**src/rtl/capture_ctrl.sv**
```systemverilog
// capture_ctrl: arms on request, watches undelayed probe data for a masked
// trigger match, streams delayed samples into a circular RAM and stops after
// a bounded number of post-trigger samples.
//
// state    | meaning
// ---------+---------------------------------------------------------------
// IDLE     | not capturing; waits for arm
// PRETRIG  | writing delayed samples, comparing undelayed data for trigger
// POSTTRIG | trigger seen; writing remaining delay + post-trigger samples
// DONE     | capture complete; trig_addr/wrapped held for readout
module capture_ctrl #(
  parameter int DATA_WIDTH = 8,
  parameter int ADDR_WIDTH = 4,
  parameter int DELAY      = 2
) (
  input  logic                  clk,
  input  logic                  reset,
  input  logic                  arm,
  input  logic                  abort,
  input  logic [DATA_WIDTH-1:0] trig_value,
  input  logic [DATA_WIDTH-1:0] trig_mask,
  input  logic [ADDR_WIDTH-1:0] post_count,
  input  logic [DATA_WIDTH-1:0] i_data,
  input  logic [DATA_WIDTH-1:0] d_data,
  output logic                  wr_en,
  output logic [ADDR_WIDTH-1:0] wr_addr,
  output logic [DATA_WIDTH-1:0] wr_data,
  output logic [ADDR_WIDTH-1:0] trig_addr,
  output logic                  wrapped,
  output logic                  done,
  output logic [1:0]            state
);

  localparam int DEPTH = 2 ** ADDR_WIDTH;
  localparam logic [ADDR_WIDTH-1:0] DLY    = ADDR_WIDTH'(DELAY);
  // Largest post-trigger count that keeps the trigger entry from being overwritten.
  localparam logic [ADDR_WIDTH-1:0] PC_MAX = ADDR_WIDTH'(DEPTH - 1 - DELAY);

  typedef enum logic [1:0] {
    IDLE     = 2'd0,
    PRETRIG  = 2'd1,
    POSTTRIG = 2'd2,
    DONE     = 2'd3
  } state_t;

  state_t                state_q, state_d;
  logic [ADDR_WIDTH-1:0] ptr_q, ptr_d;
  logic [ADDR_WIDTH-1:0] rem_q, rem_d;
  logic                  wr_en_q, wr_en_d;
  logic [ADDR_WIDTH-1:0] wr_addr_q, wr_addr_d;
  logic [DATA_WIDTH-1:0] wr_data_q, wr_data_d;
  logic [ADDR_WIDTH-1:0] trig_addr_q, trig_addr_d;
  logic                  wrapped_q, wrapped_d;
  logic                  done_q, done_d;

  logic                  match;
  logic                  capture;
  logic [ADDR_WIDTH-1:0] pc;
  logic [ADDR_WIDTH-1:0] total;

  assign match = ((i_data ^ trig_value) & trig_mask) == '0;
  assign pc    = (post_count > PC_MAX) ? PC_MAX : post_count;
  assign total = DLY + pc;

  // Next-state and registered-output logic; abort overrides everything else.
  always_comb begin
    state_d     = state_q;
    ptr_d       = ptr_q;
    rem_d       = rem_q;
    wr_en_d     = 1'b0;
    wr_addr_d   = wr_addr_q;
    wr_data_d   = wr_data_q;
    trig_addr_d = trig_addr_q;
    wrapped_d   = wrapped_q;
    done_d      = done_q;
    capture     = 1'b0;

    if (abort) begin
      state_d = IDLE;
      done_d  = 1'b0;
    end else begin
      case (state_q)
        IDLE: begin
          if (arm) begin
            state_d   = PRETRIG;
            ptr_d     = '0;
            wrapped_d = 1'b0;
            done_d    = 1'b0;
          end
        end
        PRETRIG: begin
          capture = 1'b1;
          if (match) begin
            trig_addr_d = ptr_q + DLY;
            if (total == '0) begin
              state_d = DONE;
            end else begin
              rem_d   = total;
              state_d = POSTTRIG;
            end
          end
        end
        POSTTRIG: begin
          capture = 1'b1;
          if (rem_q == ADDR_WIDTH'(1)) begin
            state_d = DONE;
          end else begin
            rem_d = rem_q - ADDR_WIDTH'(1);
          end
        end
        DONE: begin
          done_d = 1'b1;
          if (arm) begin
            state_d   = PRETRIG;
            ptr_d     = '0;
            wrapped_d = 1'b0;
            done_d    = 1'b0;
          end
        end
        default: state_d = IDLE;
      endcase

      if (capture) begin
        wr_en_d   = 1'b1;
        wr_addr_d = ptr_q;
        wr_data_d = d_data;
        ptr_d     = ptr_q + ADDR_WIDTH'(1);
        if (ptr_q == '1) begin
          wrapped_d = 1'b1;
        end
      end
    end
  end

  // State and output registers with synchronous reset.
  always_ff @(posedge clk) begin
    if (reset) begin
      state_q     <= IDLE;
      ptr_q       <= '0;
      rem_q       <= '0;
      wr_en_q     <= 1'b0;
      wr_addr_q   <= '0;
      wr_data_q   <= '0;
      trig_addr_q <= '0;
      wrapped_q   <= 1'b0;
      done_q      <= 1'b0;
    end else begin
      state_q     <= state_d;
      ptr_q       <= ptr_d;
      rem_q       <= rem_d;
      wr_en_q     <= wr_en_d;
      wr_addr_q   <= wr_addr_d;
      wr_data_q   <= wr_data_d;
      trig_addr_q <= trig_addr_d;
      wrapped_q   <= wrapped_d;
      done_q      <= done_d;
    end
  end

  assign wr_en     = wr_en_q;
  assign wr_addr   = wr_addr_q;
  assign wr_data   = wr_data_q;
  assign trig_addr = trig_addr_q;
  assign wrapped   = wrapped_q;
  assign done      = done_q;
  assign state     = state_q;

endmodule
```
**config.mk**
```make
export PLATFORM = sky130hd
export DESIGN_NAME = capture_ctrl
export DESIGN_NICKNAME = d
export VERILOG_FILES = /design/src/rtl/capture_ctrl.sv
export SDC_FILE = /design/constraint.sdc
export NUM_CORES = 1
export LEC_CHECK = 0
export ABC_AREA = 1
export ABC_CLOCK_PERIOD_IN_PS = 2100
export CAP_MARGIN = 15
export CORE_MARGIN = 2
export CORE_UTILIZATION = 50
export CTS_BUF_LIST = sky130_fd_sc_hd__clkbuf_16
export CTS_CLUSTER_DIAMETER = 120
export DETAILED_ROUTE_END_ITERATION = 7
export DONT_BUFFER_PORTS = 1
export PLACE_DENSITY = 0.66
export REMOVE_ABC_BUFFERS = 1
export SLEW_MARGIN = 20
export SYNTH_ARGS = -nofsm -noshare
export SYNTH_HDL_FRONTEND = slang
export SYNTH_SLANG_ARGS = --single-unit
```
**constraint.sdc**
```tcl
create_clock -name clk -period 2.1 [get_ports clk]
set_clock_uncertainty 0.05 [all_clocks]
set_input_delay 0.21 -clock clk [delete_from_list [all_inputs] [get_ports clk]]
set_output_delay 0.21 -clock clk [all_outputs]
set_load 0.01 [all_outputs]
```
== Yosys cells after proc, flatten, opt, wreduce, memory -nomap -nowiden ==
Index checks and enable logic that the tools add are counted.
Widths: inputs -> output; s select.

* Add/subtract/negate cells: 4
* $lt $le $gt $ge: 1
* Equality and inequality tests: 11
* Muxes and demuxes: 23
* Bitwise operators: 3
* Reduce and logical (&&, ||, !) cells: 16

{| class="wikitable"
|+ Operators by type and width
! cell !! count
|-
| $mux 4 || 7
|-
| $mux 1 || 10
|-
| $ne 2x2->1 const B || 5
|-
| $reduce_and 3->1 || 3
|-
| $and 8x8->8 || 1
|-
| $logic_not 8->1 || 1
|-
| $pmux 4 s2 || 1
|-
| $reduce_bool 2->1 || 4
|-
| $xor 8x8->8 || 1
|-
| $mux 2 || 3
|-
| $pmux 2 s3 || 1
|-
| $reduce_or 2->1 || 3
|-
| $reduce_and 5->1 || 1
|-
| $add 2x4->4 const A || 1
|-
| $add 4x1->4 const B || 1
|-
| $add 4x2->4 const B || 1
|-
| $eq 2x2->1 const B || 2
|-
| $eq 4x1->1 const B || 1
|-
| $eq 4x4->1 const B || 1
|-
| $gt 4x4->1 const B || 1
|-
| $logic_not 4->1 || 1
|-
| $reduce_and 2->1 || 2
|-
| $sub 4x1->4 const B || 1
|-
| $eq 2x1->1 const B || 1
|-
| other kinds (4) || 4
|}

* Flip-flop bits (word level): 29
* Input port bits: 40
* Output and inout bits: 21
* Word-level logic and storage cells: 67

== Longest topological paths before layout ==
* Word-level depth: 7
* Depth in mapped cells: 11
* Depth with buffers taken out: 11

== Least setup slack after synthesis ==
OpenSTA, ideal clock, no wires.

* Path type: register to register
* From: register state_q[0] (netlist: state[0])
* To: register rem_q[1]
* Library setup time: 113 ps
* Arrival time: 1342 ps
* Required time: 1937 ps
* Slack: 595 ps
* Stages on the path, launching flop included: 9
* Buffers on the path: 0
* Cell sequence: dfxtp_1 inv_1 ha_1 inv_1 o211ai_2 nor2_4 nand2_2 nor2_1 nor2_1

* Word-level cells in the longest chain between the ends: 3
* Elaborated cells between the ends (all ways): 8
* Those cells by class: eq/ne (5); mux (1); reduce/logical (2)

{| class="wikitable"
|+ RTL lines
! element !! RTL line !! RTL
|-
| from (decl) || 46 || <nowiki>state_t state_q, state_d;</nowiki>
|-
| from (signal assigned) || 148 || <nowiki>state_q <= state_d;</nowiki>
|-
| $eq 2x2->1 / $eq 2x1->1 (equally long branches) || 82 || <nowiki>case (state_q)</nowiki>
|-
| $ne 2x2->1 (no source line) / $reduce_bool 2->1 (equally long branches) || -- ||
|-
| $reduce_and 5->1 (no source line) || -- ||
|-
| to (signal assigned) || 150 || <nowiki>rem_q <= rem_d;</nowiki>
|-
| to (decl) || 48 || <nowiki>logic [ADDR_WIDTH-1:0] rem_q, rem_d;</nowiki>
|}

Several ways; a longest one is shown, not always the timed one.
A chain may end at the register's enable or synchronous reset.

== Final worst setup path ==
* From: register state_q[0] (netlist: state[0])
* To: register ptr_q[2]

* Word-level cells in the longest chain between the ends: 6
* Elaborated cells between the ends (all ways): 12
* Those cells by class: eq/ne (3); mux (3); reduce/logical (6)

{| class="wikitable"
|+ RTL lines
! element !! RTL line !! RTL
|-
| $eq 2x2->1 / $eq 2x1->1 (equally long branches) || 82 ||
|-
| $reduce_or 2->1 (no source line) || -- ||
|-
| $mux 1 || 82 ||
|-
| $mux 1 || 78 || <nowiki>if (abort) begin</nowiki>
|-
| $reduce_bool 2->1 (no source line) || -- ||
|-
| $reduce_and 3->1 (no source line) || -- ||
|-
| to (signal assigned) || 149 || <nowiki>ptr_q <= ptr_d;</nowiki>
|-
| to (decl) || 47 || <nowiki>logic [ADDR_WIDTH-1:0] ptr_q, ptr_d;</nowiki>
|}

Several ways; a longest one is shown, not always the timed one. The select of a mux whose other input is x is not followed.

==> results_dict.tcl <==
set metrics [dict create \
    fin_crit_sh_pct 83.0 \
    p_seq_share_pct 38.3 \
    dp_cells 275 \
    ios 61 \
    die_w_um 60.6 \
    antenna_cells 0 \
    synth_most_common_cell "nand2_1" \
    status "complete, no violations" \
    drt-met1-wl_um 1350 \
    routedWlPerCell_um 10.5 \
    synth_cell_type_count 28 \
    gr-total-overflow 0 \
    place_ws_ns 0.350 \
    hold_slack_ns 0.00137 \
    grt_pass1_wl_um 4990 \
    synth_top_cells_by_count "47 x nand2_1, 42 x nor2_1, 32 x inv_1" \
    period_minus_slack_ns 1.74 \
    clk-insertion-delay-late_ns 0.27 \
    drt_iter0_drc 39 \
    cts_hold_buffers 1 \
    avgSynthCellArea_um2 6.83 \
    max_stage_delay_ns 0.45 \
    final_core_util_pct 59.4 \
    routed.top_layer "met4" \
    fp-row-count 20 \
    setup_ws_ns 0.357 \
    totalWireLength_um 2990 \
    cpMaxStageDelayCell "dfxtp_1" \
    synth_top_area_share_pct 36.2 \
    clk_pin_slew_ns 0.05 \
    multi_input_area_um2 856 \
    wl_met2_um 1360 \
    drtAntennaViolNets 0 \
    yosys_warnings 0 \
    p_int_w 0.00122 \
    start_kind "flop" \
    cts_tree "built" \
    synth_ff_type "dfxtp_1" \
    syn_inst 235 \
    hold_viol 0 \
    dieArea_um2 3680 \
    synth.area.top_cells "dfxtp_1 36%, nand2_1 11%, nor2_1 9.8%" \
    tightest_slew_ns 0.318 \
    max_cap_viol_count 0 \
    crit_family "flip-flops" \
    hold_path.class "in2reg" \
    drc 0 \
    antenna_found_initial 0 \
    firstDrtPassIters 4 \
    die_y_um 60.6 \
    vias 1373 \
    p_sw_w 0.000391 \
    finalSetupTns_ns 0 \
    clkSinkCount 29 \
    synth_area_um2 1600 \
    cp-end-kind "flop" \
    synth_adder_area_share_pct 7.02 \
    via_per_inst 4.83 \
    synthSimpleGateAreaFrac_pct 31.7 \
    cp.required_ns 2.22 \
    relSlewSlack_pct 78.8 \
    ir_drop_uv 724 \
    grt_pass1_vias 1270 \
    cts_buffers 5 \
    n_fill_cell 307 \
    coreArea_um2 3050 \
    arrival_ns 1.87 \
    hpwl_um 2260 \
    routabilityCongestion 0.835 \
    synth_top_family_by_area "simple AND/OR/NAND/NOR gates" \
    ys_ff_latch 29 \
    synth_compound_area_share_pct 11.9 \
    synth_edf_count 0 \
    portBuffers 0 \
    path_max_fanout 15 \
    setup_viol 0 \
    p_clk_share_pct 48.8 \
    swShare_pct 24.3 \
    cts_resized 0 \
    area_growth_pct 13.1 \
    nets 288 \
    clk_path_buf_depth 2 \
    slew_viol_final 0 \
    final-instance-count-excl-fill 284 \
    power_frac_comb_pct 12.8 \
    rsz0062_at_grt "no" \
    power.density_nw_per_um2 887 \
    track_usage_pct 17.9 \
    layout-drive-gt1-share_pct 10.4 \
    yosysTopAreaCell "dfxtp_1" \
    criticalPathCategory "reg2reg" \
    synth_seq_area_share_pct 36.2 \
    path_buf_inv 2 \
    max_freq_mhz 574 \
    seq_area_um2 581 \
    cts_root_buf "clkbuf_16" \
    h-tree-depth 2 \
    muxShareOfSynthArea_pct 0.624 \
    synthArstFlopShare_pct 0 \
    initial_core_util_pct 52.5 \
    postCtsSetupRepairBufs 0 \
    power_leakage_nw 0.864 \
    synth_xor_area_share_pct 2.18 \
    grt_max_degree 22 \
    worstPathCellList "inv_1 > ha_1 > nand2_1 > inv_2 > o21ai_1 > a221oi_1" \
    met3_length_um 257 \
]
## through the flow
step / instance area, um2 / total power, W
after CTS: 1810 / 0.00163
after detailed placement: 1640 / 0.000832
final: 1810 / 0.00161
after global routing: 1810 / 0.00169
after global placement: 1640 / 0.000831
after floorplan: 1580 / 0.000794
## power by group through the flow
stage | registers, W | logic, W | clock network [W]
after CTS | 0.000617 | 0.000208 | 0.000800
after global routing | 0.000621 | 0.000239 | 0.000828
final | 0.000617 | 0.000206 | 0.000786
after global placement | 0.000628 | 0.000203 | 0
after detailed placement | 0.000628 | 0.000204 | 0
after floorplan | 0.000622 | 0.000172 | 0
## final timing paths
check	startpoint	endpoint	slack [ns]	cells past startpoint
hold / removal	reset	wr_en$_SDFF_PP0_	0.001	1
setup reg to reg	state[0]$_SDFFE_PP0P_	ptr_q[2]$_SDFFE_PP0P_	0.36	6
hold reg to reg	ptr_q[3]$_SDFFE_PP0P_	wr_addr[3]$_SDFFE_PP0P_	0.45	2
setup / recovery	state[0]$_SDFFE_PP0P_	ptr_q[2]$_SDFFE_PP0P_	0.36	6
## layer usage
metal | vias up | GRT usage, %
met1 | 587 | 21.2
li1 | 745 | -
met5 | - | 0
met4 | 0 | 4.66
met2 | 39 | 30.0
met3 | 2 | 7.46
## worst reg2reg max path, delay by kind of cell, from the launching register on
family	cells	cell delay (ns)
buffers and inverters	2	0.32
adder cells (fa/ha/maj)	1	0.35
flip-flops	1	0.45
AO/OA/AOI/OAI	2	0.33
AND/OR/NAND/NOR	1	0.15
## kinds of logic after synthesis
| kind of cell | count (synthesis) |
|---|---|
| xor+xnor | 4 |
| fa+ha+maj | 9 |
| compound gates | 33 |
| mux | 1 |
| flops | 29 |
| simple gates | 117 |
| buf+inv | 42 |
## area by class of cell
| type | instances | share of cell area (%) |
|---|---|---|
| inverter | 37 | 7.66 |
| timing repair buffer | 2 | 0.966 |
| sequential | 29 | 32.0 |
| clock buffer | 5 | 6.90 |
| tap | 44 | 3.03 |
| clock inverter | 3 | 2.28 |
| multi-input combinational | 164 | 47.2 |
## layout by cell type, fill, tap and decap left out, drive strengths merged, types with 2 or more instances in the layout
| master | instances |
|---|---|
| nand2 | 51 |
| nor2 | 46 |
| inv | 37 |
| dfxtp | 29 |
| nand3 | 18 |
| o21ai | 16 |
| a21oi | 12 |
| ha | 9 |
| clkbuf | 5 |
| xor2 | 2 |
| xnor2 | 2 |
| nand4 | 2 |
## flip-flops by register name (all words and copies together) (netlist names)
| name | count |
|---|---|
| state | 2 |
| ptr_q | 4 |
| wrapped | 1 |
| trig_addr | 4 |
| wr_en | 1 |
| done | 1 |
| rem_q | 4 |
| wr_data | 8 |
| wr_addr | 4 |
Power figures use the tool's default switching activity.
